## config.mk

```make
export PLATFORM = sky130hd
export DESIGN_NAME = rs_dsp_mac_pipe_flat
export DESIGN_NICKNAME = d
export VERILOG_FILES = /design/src/rtl/rs_dsp_pkg.sv /design/src/rtl/rs_dsp_mac_pipe_if.sv /design/src/rtl/rs_dsp_round_shift.sv /design/src/rtl/rs_dsp_mac_pipe.sv /design/src/flat_wrapper.sv
export SDC_FILE = /design/constraint.sdc
export NUM_CORES = 2
export LEC_CHECK = 0
export ABC_CLOCK_PERIOD_IN_PS = 19900
export CAP_MARGIN = 20
export CORE_MARGIN = 1
export CORE_UTILIZATION = 45
export CTS_CLUSTER_SIZE = 8
export DETAILED_ROUTE_END_ITERATION = 8
export PLACE_DENSITY_LB_ADDON = 0.25
export SLEW_MARGIN = 15
export SYNTH_ARGS = -nofsm -noshare
export SYNTH_HDL_FRONTEND = slang
export SYNTH_SLANG_ARGS = --single-unit
```

## constraint.sdc

```tcl
create_clock -name clk -period 19.9 [get_ports clk]
set_input_delay 1.99 -clock clk [delete_from_list [all_inputs] [get_ports clk]]
set_output_delay 1.99 -clock clk [all_outputs]
set_load 0.01 [all_outputs]
```

## src/rtl/rs_dsp_pkg.sv

```systemverilog
// Shared types and constants for the rs_dsp multiply/accumulate blocks.
package rs_dsp_pkg;

    typedef enum logic [2:0] {
        FB_MULT     = 3'd0,
        FB_MAC      = 3'd1,
        FB_MAC_LOAD = 3'd2
    } feedback_e;

    localparam int DSP_A_MAX = 20;
    localparam int DSP_B_MAX = 18;
    localparam int DSP_P_W   = 38;

endpackage

```

## src/rtl/rs_dsp_mac_pipe_if.sv

```systemverilog
// Sample stream into and result stream out of rs_dsp_mac_pipe.
// valid_in qualifies a, b and every control for that clock; there is no ready,
// the pipe takes one sample per clock and never stalls. valid_out qualifies z/overflow.
interface rs_dsp_mac_pipe_if #(
    parameter int A_WIDTH   = 20,
    parameter int B_WIDTH   = 18,
    parameter int ACC_WIDTH = 64
);
    logic                 valid_in;
    logic [A_WIDTH-1:0]   a;
    logic [B_WIDTH-1:0]   b;
    logic                 unsigned_a;
    logic                 unsigned_b;
    logic [2:0]           feedback;
    logic                 subtract;
    logic [5:0]           shift_right;
    logic                 round;
    logic                 valid_out;
    logic [ACC_WIDTH-1:0] z;
    logic                 overflow;

    modport master (
        output valid_in, a, b, unsigned_a, unsigned_b, feedback, subtract, shift_right, round,
        input  valid_out, z, overflow
    );

    modport slave (
        input  valid_in, a, b, unsigned_a, unsigned_b, feedback, subtract, shift_right, round,
        output valid_out, z, overflow
    );
endinterface

```

## src/rtl/rs_dsp_round_shift.sv

```systemverilog
// Combinational round-half-up, saturate and arithmetic right shift of the accumulator.
module rs_dsp_round_shift #(
    parameter int ACC_WIDTH = 64,
    parameter int SATURATE  = 1
) (
    input  logic signed [ACC_WIDTH-1:0] acc,
    input  logic [5:0]                  shift_right,
    input  logic                        round,
    output logic signed [ACC_WIDTH-1:0] z,
    output logic                        sat
);
    localparam int RW = ACC_WIDTH + 1;
    localparam logic signed [ACC_WIDTH-1:0] ACC_MAX = {1'b0, {(ACC_WIDTH-1){1'b1}}};

    logic signed [RW-1:0]        half;
    logic signed [RW-1:0]        sum;
    logic signed [ACC_WIDTH-1:0] pre;
    logic                        shift_all;

    always_comb begin
        // Rounding with a shift wider than the accumulator always lands on exactly 0.
        shift_all = round && (int'(shift_right) > ACC_WIDTH);
        half      = '0;
        if (round && shift_right != 6'd0 && !shift_all)
            half = RW'(1) << (shift_right - 6'd1);
        sum = RW'(acc) + half;
        pre = sum[ACC_WIDTH-1:0];
        sat = 1'b0;
        if (sum[RW-1] != sum[RW-2]) begin
            sat = 1'b1;
            if (SATURATE != 0)
                pre = ACC_MAX;
        end
        z = pre >>> shift_right;
        if (shift_all)
            z = '0;
    end
endmodule

```

## src/rtl/rs_dsp_mac_pipe.sv

```systemverilog
// Pipelined signed/unsigned multiply and multiply-accumulate with saturation and round/shift.
// S0 (optional input reg) -> S1 product -> S2 accumulator -> S3 (optional output reg).
module rs_dsp_mac_pipe
    import rs_dsp_pkg::*;
#(
    parameter int A_WIDTH       = 20,
    parameter int B_WIDTH       = 18,
    parameter int ACC_WIDTH     = 64,
    parameter int INPUT_REG_EN  = 1,
    parameter int OUTPUT_REG_EN = 1,
    parameter int SATURATE      = 1
) (
    input logic              clk,
    input logic              lreset,
    rs_dsp_mac_pipe_if.slave bus
);
    // One guard bit per operand keeps full-width unsigned values positive; one more for negation.
    localparam int PW    = DSP_A_MAX + DSP_B_MAX + 2;
    localparam int PX_W  = DSP_P_W + 3;
    localparam int SUM_W = ((ACC_WIDTH > PX_W) ? ACC_WIDTH : PX_W) + 1;
    localparam logic signed [ACC_WIDTH-1:0] ACC_MAX = {1'b0, {(ACC_WIDTH-1){1'b1}}};
    localparam logic signed [ACC_WIDTH-1:0] ACC_MIN = {1'b1, {(ACC_WIDTH-1){1'b0}}};

    if (A_WIDTH < 2 || A_WIDTH > DSP_A_MAX) begin : g_bad_a
        $error("rs_dsp_mac_pipe: A_WIDTH must be 2..%0d", DSP_A_MAX);
    end
    if (B_WIDTH < 2 || B_WIDTH > DSP_B_MAX) begin : g_bad_b
        $error("rs_dsp_mac_pipe: B_WIDTH must be 2..%0d", DSP_B_MAX);
    end
    if (ACC_WIDTH < A_WIDTH + B_WIDTH) begin : g_bad_acc
        $error("rs_dsp_mac_pipe: ACC_WIDTH must be >= A_WIDTH+B_WIDTH");
    end

    logic               s0_valid, s0_ua, s0_ub, s0_sub, s0_rnd;
    logic [A_WIDTH-1:0] s0_a;
    logic [B_WIDTH-1:0] s0_b;
    logic [2:0]         s0_fb;
    logic [5:0]         s0_sh;

    if (INPUT_REG_EN != 0) begin : g_s0_reg
        always_ff @(posedge clk or negedge lreset) begin
            if (!lreset) begin
                s0_valid <= 1'b0; s0_a  <= '0;   s0_b   <= '0;   s0_ua  <= 1'b0; s0_ub <= 1'b0;
                s0_fb    <= '0;   s0_sub <= 1'b0; s0_sh <= '0;   s0_rnd <= 1'b0;
            end else begin
                s0_valid <= bus.valid_in;   s0_a   <= bus.a;        s0_b  <= bus.b;
                s0_ua    <= bus.unsigned_a; s0_ub  <= bus.unsigned_b;
                s0_fb    <= bus.feedback;   s0_sub <= bus.subtract;
                s0_sh    <= bus.shift_right; s0_rnd <= bus.round;
            end
        end
    end else begin : g_s0_bypass
        assign s0_valid = bus.valid_in;    assign s0_a   = bus.a;        assign s0_b  = bus.b;
        assign s0_ua    = bus.unsigned_a;  assign s0_ub  = bus.unsigned_b;
        assign s0_fb    = bus.feedback;    assign s0_sub = bus.subtract;
        assign s0_sh    = bus.shift_right; assign s0_rnd = bus.round;
    end

    logic signed [DSP_A_MAX:0] a_ext;
    logic signed [DSP_B_MAX:0] b_ext;
    logic signed [PW-1:0]      prod;

    always_comb begin
        a_ext = s0_ua ? (DSP_A_MAX+1)'(s0_a) : (DSP_A_MAX+1)'($signed(s0_a));
        b_ext = s0_ub ? (DSP_B_MAX+1)'(s0_b) : (DSP_B_MAX+1)'($signed(s0_b));
        prod  = PW'(a_ext) * PW'(b_ext);
    end

    logic                   s1_valid, s1_rnd;
    logic signed [PX_W-1:0] s1_p;
    logic [2:0]             s1_fb;
    logic [5:0]             s1_sh;

    always_ff @(posedge clk or negedge lreset) begin
        if (!lreset) begin
            s1_valid <= 1'b0; s1_p <= '0; s1_fb <= '0; s1_sh <= '0; s1_rnd <= 1'b0;
        end else begin
            s1_valid <= s0_valid;
            s1_p     <= s0_sub ? -PX_W'(prod) : PX_W'(prod);
            s1_fb    <= s0_fb;
            s1_sh    <= s0_sh;
            s1_rnd   <= s0_rnd;
        end
    end

    logic signed [SUM_W-1:0]     acc_sum;
    logic signed [ACC_WIDTH-1:0] acc, acc_next;
    logic                        acc_ovf;

    // Only MAC folds in the old sum; MULT, MAC_LOAD and reserved codes restart from the product.
    always_comb begin
        acc_sum  = ((s1_fb == FB_MAC) ? SUM_W'(acc) : '0) + SUM_W'(s1_p);
        acc_next = acc_sum[ACC_WIDTH-1:0];
        acc_ovf  = 1'b0;
        if (acc_sum > SUM_W'(ACC_MAX)) begin
            acc_ovf = 1'b1;
            if (SATURATE != 0) acc_next = ACC_MAX;
        end else if (acc_sum < SUM_W'(ACC_MIN)) begin
            acc_ovf = 1'b1;
            if (SATURATE != 0) acc_next = ACC_MIN;
        end
    end

    logic       s2_valid, s2_ovf, s2_rnd;
    logic [5:0] s2_sh;

    always_ff @(posedge clk or negedge lreset) begin
        if (!lreset) begin
            acc <= '0; s2_valid <= 1'b0; s2_ovf <= 1'b0; s2_sh <= '0; s2_rnd <= 1'b0;
        end else begin
            s2_valid <= s1_valid;
            if (s1_valid) begin
                acc    <= acc_next;
                s2_ovf <= acc_ovf;
                s2_sh  <= s1_sh;
                s2_rnd <= s1_rnd;
            end
        end
    end

    logic signed [ACC_WIDTH-1:0] rs_z;
    logic                        rs_sat;

    rs_dsp_round_shift #(
        .ACC_WIDTH (ACC_WIDTH),
        .SATURATE  (SATURATE)
    ) u_round_shift (
        .acc         (acc),
        .shift_right (s2_sh),
        .round       (s2_rnd),
        .z           (rs_z),
        .sat         (rs_sat)
    );

    logic                 out_valid, out_ovf;
    logic [ACC_WIDTH-1:0] out_z;

    if (OUTPUT_REG_EN != 0) begin : g_s3_reg
        always_ff @(posedge clk or negedge lreset) begin
            if (!lreset) begin
                out_valid <= 1'b0; out_z <= '0; out_ovf <= 1'b0;
            end else begin
                out_valid <= s2_valid;
                if (s2_valid) begin
                    out_z   <= rs_z;
                    out_ovf <= s2_ovf | rs_sat;
                end
            end
        end
    end else begin : g_s3_bypass
        assign out_valid = s2_valid;
        assign out_z     = rs_z;
        assign out_ovf   = s2_ovf | rs_sat;
    end

    assign bus.valid_out = out_valid;
    assign bus.z         = out_z;
    assign bus.overflow  = out_ovf;
endmodule

```

## src/flat_wrapper.sv

```systemverilog
// flat-port wrapper written by rule: the top's interface ports become plain ports
module rs_dsp_mac_pipe_flat import rs_dsp_pkg::*;
#(
    parameter int A_WIDTH       = 20,
    parameter int B_WIDTH       = 18,
    parameter int ACC_WIDTH     = 64,
    parameter int INPUT_REG_EN  = 1,
    parameter int OUTPUT_REG_EN = 1,
    parameter int SATURATE      = 1
)
  (clk, lreset, bus_valid_in, bus_a, bus_b, bus_unsigned_a, bus_unsigned_b, bus_feedback, bus_subtract, bus_shift_right, bus_round, bus_valid_out, bus_z, bus_overflow);
  rs_dsp_mac_pipe_if #(.A_WIDTH(A_WIDTH), .B_WIDTH(B_WIDTH), .ACC_WIDTH(ACC_WIDTH)) bus_i ();
  input logic clk;
  input logic lreset;
  input wire logic [$bits(bus_i.valid_in)-1:0] bus_valid_in;
  input wire logic [$bits(bus_i.a)-1:0] bus_a;
  input wire logic [$bits(bus_i.b)-1:0] bus_b;
  input wire logic [$bits(bus_i.unsigned_a)-1:0] bus_unsigned_a;
  input wire logic [$bits(bus_i.unsigned_b)-1:0] bus_unsigned_b;
  input wire logic [$bits(bus_i.feedback)-1:0] bus_feedback;
  input wire logic [$bits(bus_i.subtract)-1:0] bus_subtract;
  input wire logic [$bits(bus_i.shift_right)-1:0] bus_shift_right;
  input wire logic [$bits(bus_i.round)-1:0] bus_round;
  output wire logic [$bits(bus_i.valid_out)-1:0] bus_valid_out;
  output wire logic [$bits(bus_i.z)-1:0] bus_z;
  output wire logic [$bits(bus_i.overflow)-1:0] bus_overflow;
  assign bus_i.valid_in = bus_valid_in;
  assign bus_i.a = bus_a;
  assign bus_i.b = bus_b;
  assign bus_i.unsigned_a = bus_unsigned_a;
  assign bus_i.unsigned_b = bus_unsigned_b;
  assign bus_i.feedback = bus_feedback;
  assign bus_i.subtract = bus_subtract;
  assign bus_i.shift_right = bus_shift_right;
  assign bus_i.round = bus_round;
  assign bus_valid_out = bus_i.valid_out;
  assign bus_z = bus_i.z;
  assign bus_overflow = bus_i.overflow;
  rs_dsp_mac_pipe #(.A_WIDTH(A_WIDTH), .B_WIDTH(B_WIDTH), .ACC_WIDTH(ACC_WIDTH), .INPUT_REG_EN(INPUT_REG_EN), .OUTPUT_REG_EN(OUTPUT_REG_EN), .SATURATE(SATURATE)) u_core (.clk(clk), .lreset(lreset), .bus(bus_i));
endmodule
```

==> results.yml <==
outcome:
  status: "completed"
cells_and_area:
  fillCellCount: 8438
  final_cell_mix: "inv_1, nand2_1, fa_1"
  seqCellArea_um2: 6090
  final_common_cell: "inv_1"
  area_growth_pct: 7.52
  diodes: 0
  final-instance-count-excl-fill: 6002
  fin_nets: 5540
  fin_area_um2: 42600
  drive_gt1_share_pct: 4.21
  multi_input_area_um2: 30300
clock_tree:
  cts.repair.resized: 0
  cts-htree-levels: 2
  clkSinkCount: 243
  clock-root-buffer: "clkbuf_16"
  cts-hold-fix-buffers: 0
  post_cts_buffers: 0
  clkTransAtPathRegs_ns: 0.06
  clk_path_buf_depth: 3
  numCtsBuffers: 39
  clk_latency_ns: 0.59
  cts_tree: "yes"
grt:
  grt_util_all_layers_pct: 29.2
  antenna_found_initial: 0
  grt_max_degree: 116
  grt_overflow: 0
  grt_pass1_vias: 35500
  grt_pass1_wl_um: 206000
route:
  finalWirelength_um: 131000
  wl_per_cell_um: 21.8
  viasPerCell: 6.02
  vias: 36100
  drtPass1Iterations: 8
  drtAntennaViolNets: 0
  drc: 0
  drt-initial-drc-count: 3108
job:
  max-cap-violations: 0
sta:
  hold_viol: 0
  finalCritPeriodShare_pct: 52.4
  maxSlewViolCount: 0
  rsz0062_at_grt: "false"
  final.setup_skew_ns: 0.0344
  fin_setup_tns_ns: 0
  whs_ns: 0.343
  tightest_slew_ns: 1.18
  min_period_ns: 10.44
  slew_headroom_pct: 20.7
  fmax_ghz: 0.0958
  setup_viol: 0
yosys:
  ys_types: 99
  ys.flop_type: "dfrtp_1"
  synth_fp_nets: 5632
  syn_avg_cell_area_um2: 8.04
  synth-async-reset-ratio_pct: 100
  ys_seq_area_share_pct: 15.4
  synth-seq-cells: 243
  yosysWarnings: 0
  synth_edf_count: 0
  postSynthCellCount: 4924
  synth_area_um2: 39600
placed_design:
  place_inst: 5946
  gp_congestion: 1.01
  dpl_cell_area_um2: 41500
  io_buffers: 119
  dp_hpwl_um: 104000
worst_setup_path:
  crit_path_end_kind: "register"
  cp_slowest_cell: "nor2_1"
  crit_type: "reg2reg"
  start_kind: "register"
  worstPathMaxFanout: 69
  slowest_delay_ns: 0.80
  cp.arrival_ns: 10.87
  crit_required_ns: 20.34
floorplanning:
  die_x_um: 299
  io-pin-count: 120
  die_area_um2: 89100
  initial_utilization_pct: 45.6
  row_count: 108
  die_h_um: 299
  design.core.area_um2: 86900
min_path:
  hp-class: "reg2reg"
area by class of cell:
class | count | area share, %
Clock buffer | 47 | 2.44
Clock inverter | 9 | 0.153
Multi-Input combinational cell | 3823 | 71.1
Tap cell | 1155 | 3.40
Timing Repair Buffer | 169 | 3.69
Inverter | 556 | 4.90
Sequential cell | 243 | 14.3
synthesized netlist by cell type (26+ instances only):
library cell / instances / area share (%)
inv_1: 551 / 5.2
nand2_1: 547 / 5.2
fa_1: 405 / 20
a21oi_1: 328 / 4.1
nor2_1: 316 / 3.0
clkbuf_1: 262 / 2.5
ha_1: 249 / 7.9
o21ai_0: 248 / 3.1
dfrtp_1: 243 / 15
and2_1: 235 / 3.7
xnor2_1: 124 / 2.7
nor3_1: 109 / 1.4
a21o_1: 95 / 1.8
o22ai_1: 91 / 1.4
nand3_1: 81 / 1.0
mux2i_1: 67 / 1.7
a211oi_1: 58 / 1.1
nand4_1: 56 / 0.89
xor2_1: 50 / 1.1
o211ai_1: 48 / 0.91
or3_1: 47 / 0.74
o21a_1: 43 / 0.82
a31oi_1: 41 / 0.65
nand2b_1: 40 / 0.63
and3_1: 31 / 0.49
o31ai_1: 28 / 0.53
o21bai_1: 27 / 0.51
mux2_2: 26 / 0.74
o221ai_1: 26 / 0.58
routing by layer:
layer | wire length, um | vias to the layer above | global-route usage (%)
li1 | - | 16800 | -
met1 | 54000 | 17700 | 37.4
met2 | 62700 | 1318 | 49.5
met3 | 8370 | 301 | 3.95
met4 | 5940 | 0 | 12.2
met5 | 0 | - | 0
flip-flops by register name (all words and copies together) (netlist names), 6 cells and up:
name and count:
u_core.s1_p 41, u_core.s0_b 18, u_core.s0_sh 6, u_core.bus.z 64, u_core.s1_sh 6, u_core.s0_a 20
u_core.s2_sh 6, u_core.acc 64
cells by family (layout without fill, tap and decap cells):
logic type | Yosys count | count (layout) | synth area share [%]
AOI/OAI and AO/OA | 1299 | 1299 | 21.7
xor gates and xnor gates | 174 | 174 | 3.85
adders and majority gates | 655 | 655 | 28.4
buffers and inverters | 858 | 781 | 8.21
DFF | 243 | 243 | 15.4
muxes | 104 | 104 | 3.06
and+or+nand+nor | 1591 | 1591 | 19.4
worst max-delay path, delay by kind of cell, from the launching register on:
kind,cells,cell delay [ns]
buffers and inverters,4,1.11
AOI/OAI and AO/OA,13,3.66
xor gates and xnor gates,2,0.39
DFF,1,0.34
muxes,1,0.46
adders and majority gates,2,0.48
and+or+nand+nor,10,3.79
metrics by stage:
step                util (%)  setup WS (ns)
floorplan                  -          11.69
global placement        47.7          10.08
detailed placement      47.7           9.84
CTS                     49.0           9.75
global route            49.0           8.86
finish                  49.0           9.46
final timing paths:
check                           startpoint               end  slack, ns  cells after the start
max                        u_core.s2_sh[3]   u_core.bus.z[0]       9.46                     32
min                        u_core.s0_sh[3]   u_core.s1_sh[3]       0.34                      0
max reg2reg                u_core.s2_sh[3]   u_core.bus.z[0]       9.46                     32
min reg2reg                u_core.s0_sh[3]   u_core.s1_sh[3]       0.34                      0
max in group asynchronous           lreset   u_core.s1_valid      16.82                      2
min in group asynchronous           lreset  u_core.bus.z[47]       1.53                      1
Power is left out: the tool's default activity adds up to more than one toggle a clock period on the data nets, which glitch-free logic cannot reach.
